### src/rtl/hcu_pkg.sv
`default_nettype none
// ============================================================================
// Module   : hcu_pkg
// Brief    : Shared constants, MD op codes and hazard helpers for the HCU.
// Revision : 1.0
// ============================================================================
package hcu_pkg;

    localparam logic [1:0] TUSE_NONE        = 2'd3;
    localparam int         DEF_MULT_CYCLES  = 5;
    localparam int         DEF_DIV_CYCLES   = 10;

    typedef enum logic [1:0] {
        MD_MULT  = 2'd0,
        MD_MULTU = 2'd1,
        MD_DIV   = 2'd2,
        MD_DIVU  = 2'd3
    } md_op_e;

    function automatic logic md_is_div(input logic [1:0] op);
        return (md_op_e'(op) == MD_DIV) || (md_op_e'(op) == MD_DIVU);
    endfunction

    // A producer only blocks a consumer that needs the value before it is ready.
    function automatic logic reg_hazard(
        input logic [4:0] src,
        input logic [1:0] tuse,
        input logic [4:0] wa,
        input logic [1:0] tnew
    );
        return (tuse != TUSE_NONE) && (wa == src) && (wa != 5'd0) && (tuse < tnew);
    endfunction

endpackage
`default_nettype wire

### src/rtl/hcu_md_timer.sv
`default_nettype none
// ============================================================================
// Module   : hcu_md_timer
// Brief    : Multiply/divide busy timer; md_busy is high while cnt is nonzero.
// Revision : 1.0
// ============================================================================
module hcu_md_timer
    import hcu_pkg::*;
#(
    parameter int MULT_CYCLES = DEF_MULT_CYCLES,
    parameter int DIV_CYCLES  = DEF_DIV_CYCLES
) (
    input  logic       clk,
    input  logic       reset,
    input  logic       E_md_start,
    input  logic [1:0] E_md_op,
    output logic       md_busy
);

    generate
        if (MULT_CYCLES < 1 || MULT_CYCLES > 15) begin : g_bad_mult_cycles
            $error("hcu_md_timer: MULT_CYCLES must be within 1..15");
        end
        if (DIV_CYCLES < 1 || DIV_CYCLES > 15) begin : g_bad_div_cycles
            $error("hcu_md_timer: DIV_CYCLES must be within 1..15");
        end
    endgenerate

    localparam logic [3:0] MULT_LOAD = 4'(MULT_CYCLES);
    localparam logic [3:0] DIV_LOAD  = 4'(DIV_CYCLES);

    logic [3:0] cnt_q;
    logic [3:0] cnt_d;

    // A start while already counting cannot happen in a legal pipeline and is ignored.
    always_comb begin
        cnt_d = cnt_q;
        if (E_md_start && (cnt_q == 4'd0)) begin
            cnt_d = md_is_div(E_md_op) ? DIV_LOAD : MULT_LOAD;
        end else if (cnt_q != 4'd0) begin
            cnt_d = cnt_q - 4'd1;
        end
    end

    always_ff @(posedge clk or negedge reset) begin
        if (!reset) begin
            cnt_q <= 4'd0;
        end else begin
            cnt_q <= cnt_d;
        end
    end

    assign md_busy = (cnt_q != 4'd0);

endmodule
`default_nettype wire

### src/rtl/hcu_stall_ctrl.sv
`default_nettype none
// ============================================================================
// Module   : hcu_stall_ctrl
// Brief    : Tuse/Tnew and MD-busy hazard unit; HCU_STAT_EN adds stall_cnt.
// Revision : 1.0
// ============================================================================
module hcu_stall_ctrl
    import hcu_pkg::*;
#(
    parameter int MULT_CYCLES = DEF_MULT_CYCLES,
    parameter int DIV_CYCLES  = DEF_DIV_CYCLES
) (
    input  logic        clk,
    input  logic        reset,
    input  logic [4:0]  D_rs_addr,
    input  logic [4:0]  D_rt_addr,
    input  logic [1:0]  D_tuse_rs,
    input  logic [1:0]  D_tuse_rt,
    input  logic        D_is_md,
    input  logic [4:0]  E_wa,
    input  logic [1:0]  E_tnew,
    input  logic [4:0]  M_wa,
    input  logic [1:0]  M_tnew,
    input  logic        E_md_start,
    input  logic [1:0]  E_md_op,
    output logic        HCU_EN_IFU,
    output logic        HCU_EN_DREG,
    output logic        HCU_CLR_EREG,
    output logic        md_busy
`ifdef HCU_STAT_EN
    ,
    output logic [31:0] stall_cnt
`endif
);

    logic rs_haz;
    logic rt_haz;
    logic md_haz;
    logic stall;

    hcu_md_timer #(
        .MULT_CYCLES (MULT_CYCLES),
        .DIV_CYCLES  (DIV_CYCLES)
    ) u_md_timer (
        .clk        (clk),
        .reset      (reset),
        .E_md_start (E_md_start),
        .E_md_op    (E_md_op),
        .md_busy    (md_busy)
    );

    always_comb begin
        rs_haz = reg_hazard(D_rs_addr, D_tuse_rs, E_wa, E_tnew) ||
                 reg_hazard(D_rs_addr, D_tuse_rs, M_wa, M_tnew);
        rt_haz = reg_hazard(D_rt_addr, D_tuse_rt, E_wa, E_tnew) ||
                 reg_hazard(D_rt_addr, D_tuse_rt, M_wa, M_tnew);
        md_haz = D_is_md && (md_busy || E_md_start);
        // Reset is asynchronous, so it masks the stall combinationally too.
        stall  = reset && (rs_haz || rt_haz || md_haz);
    end

    assign HCU_EN_IFU   = !stall;
    assign HCU_EN_DREG  = !stall;
    assign HCU_CLR_EREG = stall;

`ifdef HCU_STAT_EN
    logic [31:0] stall_cnt_q;
    logic [31:0] stall_cnt_d;

    always_comb begin
        stall_cnt_d = stall_cnt_q;
        if (stall && (stall_cnt_q != 32'hFFFF_FFFF)) begin
            stall_cnt_d = stall_cnt_q + 32'd1;
        end
    end

    always_ff @(posedge clk or negedge reset) begin
        if (!reset) begin
            stall_cnt_q <= 32'd0;
        end else begin
            stall_cnt_q <= stall_cnt_d;
        end
    end

    assign stall_cnt = stall_cnt_q;
`endif

endmodule
`default_nettype wire

### config.mk
export PLATFORM = sky130hd
export DESIGN_NAME = hcu_stall_ctrl
export DESIGN_NICKNAME = d
export VERILOG_FILES = /design/src/rtl/hcu_pkg.sv /design/src/rtl/hcu_md_timer.sv /design/src/rtl/hcu_stall_ctrl.sv
export SDC_FILE = /design/constraint.sdc
export NUM_CORES = 1
export LEC_CHECK = 0
export ABC_AREA = 1
export CORE_ASPECT_RATIO = 1.25
export CORE_MARGIN = 1
export CORE_UTILIZATION = 40
export CTS_CLUSTER_SIZE = 12
export DETAILED_ROUTE_END_ITERATION = 8
export PLACE_DENSITY = 0.85
export SYNTH_ARGS = -nofsm -noshare
export SYNTH_HDL_FRONTEND = slang
export SYNTH_SLANG_ARGS = --single-unit
export TNS_END_PERCENT = 10
### constraint.sdc
create_clock -name clk -period 1.55 [get_ports clk]
set_input_delay 0.2325 -clock clk [delete_from_list [all_inputs] [get_ports clk]]
set_output_delay 0.2325 -clock clk [all_outputs]
set_load 0.05 [all_outputs]
Yosys cells after proc, flatten, opt, wreduce, memory -nomap -nowiden
Cells that the tools add are included.
{ "totals": {"elab_cells": 44, "input_bits": 34, "ff_bits": 4} }
{ "classes": {"n_eq_ne": 8, "n_lt_le_gt_ge": 4, "reduce_logical": 27, "n_mux": 3, "n_addsub": 1} }
{ "op_table": {"columns": ["operator", "n"], "rows": [
  ["$eq A5 B5 Y1", 4],
  ["$logic_and A1 B1 Y1", 15],
  ["$mux W4", 3],
  ["$reduce_bool A5 Y1", 2],
  ["$lt A2 B2 Y1", 4],
  ["$logic_or A1 B1 Y1", 6],
  ["$eq A2 B2 Y1 const B", 2],
  ["$logic_not A4 Y1", 1],
  ["$ne A2 B2 Y1 const B", 2],
  ["$reduce_bool A4 Y1", 1],
  ["$sub A4 B1 Y4 const B", 1],
  ["$reduce_bool A2 Y1", 1],
  ["$logic_not A1 Y1", 1]
]} }

Depth between registers and ports, before layout
{ "logic_depth": {"word_depth": 9, "mapped_depth": 12, "mapped_depth_nobuf": 12} }

By module
A second synthesis with hierarchy kept.
{ "hier_totals": {"cells_unflattened": 146, "hier_area_um2": 813.3} }
{ "by_module_without_submodules": {"columns": ["module", "n_inst", "seq_area_each_um2", "cells_per_inst", "area_each_um2"], "rows": [
  ["hcu_stall_ctrl", 1, 0.0, 113, 545.5],
  ["hcu_md_timer", 1, 100.1, 33, 267.8]
]} }

Worst setup path before layout
OpenSTA, ideal clock, no wires.
{ "synth_timing": {"path_type": "register to output", "start": "register u_md_timer.cnt_q[0]", "end": "output port HCU_EN_IFU", "n_path_buf": 1, "stages_incl_launch_ff": 8, "setup_slack_ps": -722, "arrival_ps": 2040, "cell_sequence": "dfrtp_1 > inv_1 > ha_1 > nand3_1 > o21ai_0 > nand3_2 > nand2_2 > buf_4"} }
{ "synth_via": {"elab_chain_cells": 6} }
{ "synth_rtl": {"columns": ["item", "line_no", "text"], "rows": [
  ["start: declaration", "hcu_md_timer.sv:32", "logic [3:0] cnt_q;"],
  ["start signal: assignment", "hcu_md_timer.sv:49", "cnt_q <= cnt_d;"],
  ["$reduce_bool A4 Y1", "hcu_md_timer.sv:53", "assign md_busy = (cnt_q != 4'd0);"],
  ["named net md_busy", "hcu_stall_ctrl.sv:29", "output logic md_busy"],
  ["$logic_or A1 B1 Y1", "hcu_stall_ctrl.sv:57", "md_haz = D_is_md && (md_busy || E_md_start);"],
  ["$logic_and A1 B1 Y1", "hcu_stall_ctrl.sv:57", null],
  ["$logic_or A1 B1 Y1", "hcu_stall_ctrl.sv:59", "stall = reset && (rs_haz || rt_haz || md_haz);"],
  ["$logic_and A1 B1 Y1", "hcu_stall_ctrl.sv:59", null],
  ["$logic_not A1 Y1", null, null],
  ["end: declaration", "hcu_stall_ctrl.sv:26", "output logic HCU_EN_IFU,"]
]} }
The timed path passes the listed nets, and every way through them passes these cells.

Worst setup path in the final report
{ "layout_timing": {"start": "register u_md_timer.cnt_q[0]", "end": "output port HCU_CLR_EREG"} }
{ "layout_via": {"elab_chain_cells": 5} }
{ "layout_rtl": {"columns": ["item", "line_no", "text"], "rows": [
  ["$reduce_bool A4 Y1", "hcu_md_timer.sv:53", null],
  ["$logic_or A1 B1 Y1", "hcu_stall_ctrl.sv:57", null],
  ["$logic_and A1 B1 Y1", "hcu_stall_ctrl.sv:57", null],
  ["$logic_or A1 B1 Y1", "hcu_stall_ctrl.sv:59", null],
  ["$logic_and A1 B1 Y1", "hcu_stall_ctrl.sv:59", null],
  ["end: declaration", "hcu_stall_ctrl.sv:28", "output logic HCU_CLR_EREG,"]
]} }
No other way between the ends.

==> summary.md <==
| Metric | Value |
|---|---|
| Outcome | `finished, violations left` |
| Violated checks | `negative setup slack` |
| Final period utilization | `1.06` |
| Relative max-transition margin | `0.875` |
| Async S/R FF share, synth | `1.00` |
| Wire length per cell | `between 10 and 15 µm` |
| Post-route insts no fill | `216` |
| Floorplan Core Area | `roughly 1800 µm²` |
| Top Registers | `u_md_timer.cnt_q: 4 flops` |
| Vias | `1048` |
| Die area | `2140 µm²` |
| Fin. Hold Viols | `0` |
| Ys Warns | `0` |
| Setup Viol. Count Final | `3` |
| Final net count | `239` |
| Main area contributors after synthesis | `nand2_1 (26%), inv_1 (13%), dfrtp_1 (13%), ha_1 (9.6%), nor2_1 (9.6%)` |
| Row count | `17` |
| TritonCTS clock tree | `done` |
| Clk_lat worst skew | `0.23 ns` |
| Die Span X | `a little over 40 µm` |
| Worst Hold Class | `in2async` |
| Max reg flops | `4` |
| Final worst path period need | `1.65 ns` |
| Clock Sinks | `4` |
| CP endpoint kind | `output port` |
| PortBufs | `36` |
| All-Layer GR Usage | `0.244` |
| Initial Util | `0.433` |
| Vias per cell | `4.85` |
| Clock Tree Root | `clkbuf_4` |
| Placed Area | `1250 µm²` |
| Setup Crit Path Kind | `reg2out` |
| Routability congestion estimate | `slightly below 0.9` |
| Largest net degree at the start of global routing | `6` |
| Post-synthesis sequential area ratio | `0.128` |
| Initial antenna violation count | `0` |
| Height of the die | `51.4 µm` |
| Post-detail-place hpwl | `around 2.0 mm` |
| Yosys top cell area share | `0.264` |
| P_leak | `0.741 nW` |
| Post-synth top area cell | `nand2_1` |
| Clock skew | `0.00347 ns` |
| Worst reg2reg path depth | `8` |
| Max clock buf depth | `2` |
| First DRT Iteration DRCs | `21` |
| Finished Core Util | `0.743` |
| Reg clk slew, reported paths | `0.04 ns` |
| Startpoint Class | `flip-flop` |
| Dominant synthesized flop cell | `dfrtp_1` |
| FF-to-FF setup slack | `around 0.23 ns` |
| Worst EP arrival | `between 1 and 1.5 ns` |
| H-tree depth | `1` |
| First-pass GRT wire length | `4.06 mm` |
| Syn_nets | `189` |
| Syn_area_per_cell | `approximately 5.2 µm²` |
| Layout cells sized above 1 | `0.411` |
| Crit-path max FO | `3` |
| Max Clk Rate | `approximately 610 MHz` |
| Worst slew pin tran | `0.187 ns` |
| Post-Syn Area | `between 700 and 800 µm²` |
| Inst Count DP | `206` |
| Vias in the first global route | `1047` |
| Antenna-violating nets left | `0` |
| WHS | `0.361 ns` |
| Worst Slack Setup Final | `-0.100 ns` |
| Fin. max-slew vios | `0` |
| Most common cell in the synthesized netlist | `nand2_1` |
| Synth Register Bits | `4` |
| GR Overflow Total | `0` |
| Maximum vdd drop | `between 0.7 and 0.8 mV` |
| Total CTS buffers | `3` |
| DRT Pass-1 Iters | `4` |
| # diodes | `0` |
| RSZ-0062 raised after global routing | `yes` |
| Num ports | `38` |
| Top cells by count, synth | `nand2_1 (55), inv_1 (28), nor2_1 (20)` |
| Post-synth EDFFs | `0` |
| Pre-CTS setup slack | `-0.523 ns` |
| Req. time, crit path | `1.32 ns` |
| Most flops, register | `u_md_timer.cnt_q` |
| Unique cell type count in the Yosys netlist | `20` |
| Final instance area | `1340 µm²` |
| Area growth from synthesis to layout | `71.7%` |
| P per Cell Area | `slightly below 900 nW/µm²` |
| DRC violations left | `0` |
| Max_cap viols | `0` |
| Mapped Cells | `149` |
| Final WL | `2.63 mm` |
==> path summary, 6_finish.rpt <==
check,startpoint,to
min in group clk,u_md_timer.cnt_q[2],u_md_timer.cnt_q[2]
min,reset,u_md_timer.cnt_q[0]
max in group asynchronous,reset,u_md_timer.cnt_q[2]
max,u_md_timer.cnt_q[0],HCU_CLR_EREG
min reg2reg,u_md_timer.cnt_q[2],u_md_timer.cnt_q[2]
max reg2reg,u_md_timer.cnt_q[0],u_md_timer.cnt_q[1]
==> where the power goes <==
group	switching [mW]	internal [mW]	leakage [nW]	total, mW
Sequential	0.0345	0.164	0.0476	0.199
Combinational	0.416	0.421	0.680	0.837
Clock	0.0392	0.0864	0.0138	0.126
Total	0.489	0.672	0.741	1.16
==> worst max-delay path: stages (launching register included) <==
cell	delay [ns]
dfrtp_1	0.38
inv_2	0.08
ha_4	0.14
nand3_4	0.06
o21ai_2	0.12
nand3_2	0.09
nand2_4	0.12
inv_2	0.05
buf_12	0.14
==> stage by stage <==
| step | setup TNS, ns | power [mW] |
|---|---|---|
| 2_1_floorplan | -0.163 | 0.612 |
| 3_3_place_gp | -1.38 | 0.853 |
| 3_5_place_dp | -1.47 | 0.869 |
| 4_1_cts | -0.162 | 1.08 |
| 5_1_grt | -0.353 | 1.25 |
| 6_report | -0.202 | 1.16 |
==> cell families after synthesis <==
logic type,synth area share
AOI/OAI and AO/OA,0.0688
xor gates and xnor gates,0.0672
adders and majority gates,0.0960
buffers and inverters,0.168
DFF,0.128
and+or+nand+nor,0.472
==> layout by cell type (no fill, tap or decap), types with 2 or more instances in the layout <==
cell type / Yosys / routed
clkdlybuf4s15_1: 0 / 2
clkbuf_4: 0 / 3
buf_12: 0 / 4
o211ai_1: 2 / 2
o21ai_0: 5 / 4
dlygate4sd2_1: 0 / 2
nor2_2: 1 / 3
dfrtp_1: 4 / 4
buf_4: 1 / 10
clkdlybuf4s50_1: 0 / 4
nand2_1: 55 / 50
clkdlybuf4s15_2: 0 / 2
inv_2: 4 / 16
buf_2: 0 / 6
buf_6: 0 / 3
nand3_1: 10 / 8
nor2_1: 20 / 17
clkbuf_2: 0 / 12
ha_4: 0 / 5
nand2_2: 1 / 5
nand3_2: 1 / 2
xor2_1: 5 / 5
inv_1: 28 / 14
a21oi_2: 1 / 2
==> area by class of cell <==
cell class	count	area [µm²]
well taps	19	23.8
multi-input cells	111	668
flip-flops and latches	4	100
fillers	148	465
clock buffers	3	22.5
repair buffers	46	394
inverters	33	134
==> metal layers <==
metal  up-vias  global-route usage  routed length (µm)
met3         8              0.0106                 152
met4         0               0.118                  79
met5         -                   0                   0
met2        42               0.513                1530
met1       452               0.233                 868
li1        546                   -                   -
==> timing repair <==
action                     in CTS  in global routing
pin swaps                      30                 20
hold endpoints to repair        0                  0
buffers inserted                4                  3
hold buffers                    0                  0
setup endpoints to repair       3                  4
resized for setup              94                 31
No activity file was read; power rests on OpenSTA's default activity.
